## src/rtl/uart_rx_pkg.sv

```systemverilog
// Shared state encoding and constants for the UART receive controller.
package uart_rx_pkg;

  typedef enum logic [2:0] {
    IDLE   = 3'd0,
    START  = 3'd1,
    DATA   = 3'd2,
    PARITY = 3'd3,
    STOP   = 3'd4,
    DONE   = 3'd5
  } rx_state_e;

  // Strobe point sits this many edges past the bit centre.
  localparam int SP_OFFSET = 2;

  localparam int PRESC_8  = 8;
  localparam int PRESC_16 = 16;
  localparam int PRESC_32 = 32;

  function automatic logic prescale_legal(input int presc);
    return (presc == PRESC_8) || (presc == PRESC_16) || (presc == PRESC_32);
  endfunction

endpackage

```

## src/rtl/uart_rx_edge_cnt.sv

```systemverilog
// Edge-within-bit and bit-within-frame counters; edge_nxt exposes the
// value the counter will hold next cycle so the FSM can register strobes.
module uart_rx_edge_cnt #(
  parameter int PRESCALE_W = 6
) (
  input  logic                  CLK,
  input  logic                  RST,
  input  logic                  clr,
  input  logic [PRESCALE_W-1:0] presc,
  output logic [PRESCALE_W-1:0] edge_cnt,
  output logic [3:0]            bit_cnt,
  output logic                  wrap,
  output logic [PRESCALE_W-1:0] edge_nxt
);

  logic [3:0] bit_nxt_s;

  assign wrap = (edge_cnt == (presc - PRESCALE_W'(1)));

  // Next counter values: clear, wrap into the next bit, or advance one edge.
  always_comb begin
    edge_nxt  = edge_cnt;
    bit_nxt_s = bit_cnt;
    if (clr) begin
      edge_nxt  = {PRESCALE_W{1'b0}};
      bit_nxt_s = 4'd0;
    end else if (wrap) begin
      edge_nxt  = {PRESCALE_W{1'b0}};
      bit_nxt_s = bit_cnt + 4'd1;
    end else begin
      edge_nxt  = edge_cnt + PRESCALE_W'(1);
      bit_nxt_s = bit_cnt;
    end
  end

  // Counter registers.
  always_ff @(posedge CLK or posedge RST) begin
    if (RST) begin
      edge_cnt <= {PRESCALE_W{1'b0}};
      bit_cnt  <= 4'd0;
    end else begin
      edge_cnt <= edge_nxt;
      bit_cnt  <= bit_nxt_s;
    end
  end

endmodule

```

## src/rtl/uart_rx_fsm.sv

```systemverilog
// UART receive control FSM: frame sequencing, checker strobes and data_valid.
// Define UART_RX_FSM_PARITY_EN to build the PARITY state and par_chk_en.
module uart_rx_fsm
  import uart_rx_pkg::*;
#(
  parameter int DATA_WIDTH = 8,
  parameter int PRESCALE_W = 6
) (
  input  logic                  CLK,
  input  logic                  RST,
  input  logic                  RX_IN,
  input  logic                  PAR_EN,
  input  logic [PRESCALE_W-1:0] Prescale,
  input  logic                  par_err,
  input  logic                  strt_glitch,
  input  logic                  stp_err,
  output logic [PRESCALE_W-1:0] edge_cnt,
  output logic [3:0]            bit_cnt,
  output logic                  dat_samp_en,
  output logic                  strt_chk_en,
  output logic                  par_chk_en,
  output logic                  stp_chk_en,
  output logic                  deser_en,
  output logic                  data_valid
);

  rx_state_e             state_r;
  rx_state_e             state_nxt_s;
  logic [PRESCALE_W-1:0] presc_r;
  logic [PRESCALE_W-1:0] sp_s;
  logic [PRESCALE_W-1:0] edge_nxt_s;
  logic                  armed_r;
  logic                  clr_s;
  logic                  wrap_s;
`ifdef UART_RX_FSM_PARITY_EN
  logic                  par_en_r;
`else
  logic                  unused_s;
  assign unused_s = ^{PAR_EN, par_err};
`endif

  assign sp_s = (presc_r >> 1) + PRESCALE_W'(SP_OFFSET);
  // Counters restart whenever a new frame begins or the FSM goes idle.
  assign clr_s = (state_nxt_s == IDLE) || ((state_nxt_s == START) && (state_r != START));

  uart_rx_edge_cnt #(.PRESCALE_W(PRESCALE_W)) u_cnt (
    .CLK      (CLK),
    .RST      (RST),
    .clr      (clr_s),
    .presc    (presc_r),
    .edge_cnt (edge_cnt),
    .bit_cnt  (bit_cnt),
    .wrap     (wrap_s),
    .edge_nxt (edge_nxt_s)
  );

  // Next-state selection.
  always_comb begin
    state_nxt_s = state_r;
    case (state_r)
      IDLE: begin
        if (!RX_IN && armed_r && prescale_legal(int'(Prescale))) state_nxt_s = START;
        else                                                     state_nxt_s = IDLE;
      end
      START: begin
        if (wrap_s) state_nxt_s = strt_glitch ? IDLE : DATA;
        else        state_nxt_s = START;
      end
      DATA: begin
        if (wrap_s && (bit_cnt == 4'(DATA_WIDTH))) begin
`ifdef UART_RX_FSM_PARITY_EN
          state_nxt_s = par_en_r ? PARITY : STOP;
`else
          state_nxt_s = STOP;
`endif
        end else begin
          state_nxt_s = DATA;
        end
      end
`ifdef UART_RX_FSM_PARITY_EN
      PARITY: begin
        if (wrap_s) state_nxt_s = STOP;
        else        state_nxt_s = PARITY;
      end
`endif
      STOP: begin
        if (edge_cnt == sp_s) state_nxt_s = DONE;
        else                  state_nxt_s = STOP;
      end
      DONE: begin
        if (!RX_IN) state_nxt_s = START;
        else        state_nxt_s = IDLE;
      end
      default: state_nxt_s = IDLE;
    endcase
  end

  // State, frame configuration latched while idle, and re-arm after reset.
  always_ff @(posedge CLK or posedge RST) begin
    if (RST) begin
      state_r  <= IDLE;
      presc_r  <= {PRESCALE_W{1'b0}};
      armed_r  <= 1'b0;
`ifdef UART_RX_FSM_PARITY_EN
      par_en_r <= 1'b0;
`endif
    end else begin
      state_r <= state_nxt_s;
      armed_r <= armed_r | RX_IN;
      if (state_r == IDLE) begin
        presc_r  <= Prescale;
`ifdef UART_RX_FSM_PARITY_EN
        par_en_r <= PAR_EN;
`endif
      end
    end
  end

  // Strobes are registered from next state/edge so they align with edge_cnt==SP.
  always_ff @(posedge CLK or posedge RST) begin
    if (RST) begin
      dat_samp_en <= 1'b0;
      strt_chk_en <= 1'b0;
      deser_en    <= 1'b0;
      par_chk_en  <= 1'b0;
      stp_chk_en  <= 1'b0;
    end else begin
      dat_samp_en <= (state_nxt_s != IDLE) && (state_nxt_s != DONE);
      strt_chk_en <= (state_nxt_s == START) && (edge_nxt_s == sp_s);
      deser_en    <= (state_nxt_s == DATA)  && (edge_nxt_s == sp_s);
`ifdef UART_RX_FSM_PARITY_EN
      par_chk_en  <= (state_nxt_s == PARITY) && (edge_nxt_s == sp_s);
`else
      par_chk_en  <= 1'b0;
`endif
      stp_chk_en  <= (state_nxt_s == STOP) && (edge_nxt_s == sp_s);
    end
  end

  // Checker results arrive after their strobe, so acceptance qualifies them live in DONE.
`ifdef UART_RX_FSM_PARITY_EN
  assign data_valid = (state_r == DONE) && !stp_err && !(par_en_r && par_err);
`else
  assign data_valid = (state_r == DONE) && !stp_err;
`endif

endmodule

```

## config.mk

```make
export PLATFORM = sky130hd
export DESIGN_NAME = uart_rx_fsm
export DESIGN_NICKNAME = d
export VERILOG_FILES = /design/src/rtl/uart_rx_pkg.sv /design/src/rtl/uart_rx_edge_cnt.sv /design/src/rtl/uart_rx_fsm.sv
export SDC_FILE = /design/constraint.sdc
export NUM_CORES = 1
export LEC_CHECK = 0
export BUFFER_PORTS_ARGS = -buffer_cell sky130_fd_sc_hd__buf_2
export CAP_MARGIN = 20
export CELL_PAD_IN_SITES_DETAIL_PLACEMENT = 1
export CELL_PAD_IN_SITES_GLOBAL_PLACEMENT = 1
export CORE_MARGIN = 1.5
export CORE_UTILIZATION = 45
export CTS_CLUSTER_DIAMETER = 100
export CTS_CLUSTER_SIZE = 12
export DETAILED_ROUTE_END_ITERATION = 8
export PLACE_DENSITY = 0.86
export SETUP_SLACK_MARGIN = 0.15
export SKIP_LAST_GASP = 1
export SYNTH_ARGS = -nofsm -noshare
export SYNTH_HDL_FRONTEND = slang
export SYNTH_HIERARCHICAL = 1
export SYNTH_SLANG_ARGS = --single-unit
```

## constraint.sdc

```tcl
create_clock -name CLK -period 8.83 [get_ports CLK]
set_input_delay 0.4415 -clock CLK [delete_from_list [all_inputs] [get_ports CLK]]
set_output_delay 0.4415 -clock CLK [all_outputs]
set_load 0.05 [all_outputs]
```

==> key figures <==
Pwr
  – Leakage: 0.767 nW
  – Final Total Pwr: between 0.0004 and 0.0005 W
  – Power Internal: 0.000260 W
  – Comb pwr share: 0.454
  – Flop pwr share: 0.365
  – Switching part of the total power: 0.431
  – Clock Power Share: 0.181
  – Peak supply drop: between 150 and 200 uV
  – P_sw: 0.000197 W
  – Cell Pwr Density: between 200 and 300 mW/mm^2

Logic synthesis
  – Cell variety after synth: 38
  – Cells after Synth: approximately 150
  – Synth area leader: dfrtp_1
  – Top cells by area, synth: dfrtp_1 (41%), xnor2_1 (11%), xor2_1 (7.2%)
  – Synth top area share: 0.409
  – Yosys warnings: 6
  – Post-Syn Area per Cell: just over 10 um^2
  – #FFs+latches synth: 24
  – Net count after synthesis: between 150 and 200
  – Mapped cell area: approximately 0.0015 mm^2
  – Sequential-to-total area share from yosys stat: 0.409

Die
  – Die W: 60.1 um
  – Chip height: about 60 um
  – Top-Level Pins: 29
  – Initial Util: 0.477
  – Core area: 0.00308 mm^2
  – Row count: 20
  – Die area: roughly 0.0036 mm^2

Critical path
  – Crit path kind: flop to flop
  – Max FO, Critical Path: 10
  – CP required: 9.08 ns
  – Buf/Inv on CP: 0
  – CP max-delay cell: or4_1
  – Crit-path leading delay family: simple AND/OR/NAND/NOR gates
  – CP Launch Type: flop
  – CP Cell Sequence: or3_1 > xnor2_1 > or4_1 > nor2_1 > nand2_1 > a21oi_1 > nor2_1 > nor2_1 > o21bai_1 > nor2_1 > xor2_1 > nor3_1 > nand4_1 > a211oi_1
  – Max incr delay on CP: roughly 0.69 ns
  – Critical path endpoint category: flop
  – Arr. time, crit path: approximately 4.5 ns
  – Cell mode on critical path: nor2_1

Routing
  – Initial DRC Count: 34
  – Via count: around 1200
  – DRC: 0
  – Final WL: about 3.6 mm
  – First drt pass iteration count: 4
  – Antenna viol nets, final: 0
  – Wire length per cell: approximately 17 um
  – Vias per cell: 5.50

Outcome
  – Status: finished clean

Final layout
  – Antenna Cells: 0
  – Fin area: roughly 0.0017 mm^2
  – Final net count: between 150 and 200
  – Share of cells above drive strength 1: 0.192
  – Final core occ: 0.545
  – Layout area overhead: 14.2%
  – Non-Filler Instances: between 200 and 250

Clocking
  – Root Driver: clkbuf_4
  – CTS tree: yes
  – Depth of the CTS H-tree: 1
  – Num Clock Sinks: 24
  – Clock Latency Late Sink: approximately 0.33 ns
  – Total CTS buffers: 3
  – Clock transition at path regs: 0.15 ns
  – Setup bufs post-CTS: 0
  – Hold-fix buffers, CTS: 0
  – Post-cts resize count: 0
  – Bufs on Longest Clock Path: 2

Timing
  – Total negative setup slack: 0 ns
  – RSZ-0062 raised after global routing: false
  – Max Clk Rate: about 0.23 GHz
  – Worst Tran Pin Value: between 0.6 and 0.7 ns
  – Rel. slew slack: 0.549
  – Clock Skews: 0.0116 ns
  – Final Hold Vio Count: 0
  – Final Cycle Share: 0.483
  – Final-report setup violation count: 0
  – Max Slew Vio Count: 0
  – Minimum clock period: roughly 4.3 ns

Placement
  – DP Area: ~0.0016 mm^2
  – Placed Cells: 212
  – GPL Wtd Cong: between 0.8 and 0.9
  – Dpl hpwl: between 2 and 3 mm
  – IO Port Bufs: 25

Flow run
  – Max cap viols: 0

Global routing
  – GRT Total Usage: 0.221
  – Vias in the first global route: around 1300
  – Global route overflow: 0
  – Largest net degree at the start of global routing: 15
  – First-pass GRT wire length: 5.93 mm
  – Initial antenna violation count: 0

Worst hold path
  – Hold WC Path Type: primary input to asynchronous set/reset pin
## layer usage
layer,GRT usage,routed length (um)
met5,0,0
met4,0.0571,49
met3,0.0346,87
met2,0.399,1950
met1,0.271,1480
## power by group through the flow
stage | Sequential, W | Clock, W | Combinational, W
after floorplan | 0.000183 | 0 | 0.000141
after global placement | 0.000166 | 0 | 0.000192
after detailed placement | 0.000169 | 0 | 0.000206
after CTS | 0.000167 | 0.0000831 | 0.000209
after global routing | 0.000171 | 0.0000852 | 0.000227
final | 0.000167 | 0.0000827 | 0.000207
## worst paths after layout
path / startpoint / endpoint / slack [ns] / cells past startpoint
max in group asynchronous: RST / strt_chk_en / 8.33 / 2
min in group CLK: Prescale[2] / presc_r[2] / 0.34 / 2
hold reg to reg: armed_r / armed_r / 0.54 / 1
hold / removal: RST / u_cnt/bit_cnt[2] / 0.09 / 2
setup reg to reg: presc_r[2] / deser_en / 4.57 / 14
setup / recovery: presc_r[2] / deser_en / 4.57 / 14
## Yosys cell counts
cell       n
a21oi_1    7
and3b_1    1
o21bai_1   1
inv_1      7
buf_6      1
buf_4      1
dfrtp_1   24
nand3b_1   1
nor2b_1    5
o31a_1     1
o21a_1     1
or3_1      2
nor4b_4    1
xor2_1    12
a31oi_1    1
nor2_1    13
nand2b_1   1
ha_1       4
nand4_1    3
nor3_4     1
o21ai_1    1
or4_4      1
buf_2      1
mux2_1     6
nand2_1    7
xnor2_1   18
or3b_1     1
or4_1      3
nor3b_1    3
or2_1      1
nor3_1     2
o31ai_1    2
nand3_1    5
mux2i_1    1
o21ai_0    2
or2_2      1
a211oi_1   2
conb_1     1
## registers in the layout, indices dropped and copies added, names as in the netlist
name	cells
armed_r	1
dat_samp_en	1
deser_en	1
presc_r	6
state_r	3
stp_chk_en	1
strt_chk_en	1
u_cnt/bit_cnt	4
u_cnt/edge_cnt	6
## logic make-up after synthesis
| kind of cell | Yosys count | share of synthesized area |
|---|---|---|
| adders and majority gates | 4 | 0.0341 |
| muxes | 7 | 0.0529 |
| and+or+nand+nor | 52 | 0.213 |
| DFF | 24 | 0.409 |
| xor gates and xnor gates | 30 | 0.179 |
| AOI/OAI and AO/OA | 18 | 0.0750 |
| other | 1 | 0.00256 |
| buffers and inverters | 10 | 0.0341 |
## worst register-to-register path, cell delays in order (launching register included)
cell	delay, ns
dfrtp_1	0.51
or3_1	0.39
xnor2_1	0.15
or4_1	0.69
nor2_1	0.31
nand2_1	0.10
a21oi_1	0.18
nor2_1	0.06
nor2_1	0.29
o21bai_1	0.31
nor2_1	0.14
xor2_1	0.17
nor3_1	0.27
nand4_1	0.31
a211oi_1	0.32
## layout by cell type, fill, tap and decap left out, drive strengths merged
master,n
a211oi,2
a21oi,7
a31oi,1
and3b,1
buf,25
bufinv,1
clkbuf,3
conb,1
dfrtp,24
ha,4
inv,7
mux2,6
mux2i,1
nand2,7
nand2b,1
nand3,5
nand3b,1
nand4,3
nor2,13
nor2b,5
nor3,3
nor3b,3
nor4b,1
o21a,1
o21ai,3
o21bai,1
o31a,1
o31ai,2
or2,2
or3,2
or3b,1
or4,4
xnor2,18
xor2,12
## through the flow
step / setup WS (ns) / hold WS [ns]
after floorplan: 5.43 / 0.282
after global placement: 4.86 / 0.443
after detailed placement: 4.68 / 0.460
after CTS: 4.58 / 0.106
after global routing: 4.24 / 0.115
final: 4.57 / 0.0896
## final cells by class
cell class / instances / area [um^2]
Multi-Input combinational cell: 112 / 817
Timing Repair Buffer: 25 / 125
Fill cell: 362 / 1400
Clock buffer: 3 / 22.5
Clock inverter: 1 / 30.0
Tap cell: 44 / 55.1
Sequential cell: 24 / 601
Inverter: 7 / 26.3
Power figures use the tool's default switching activity.
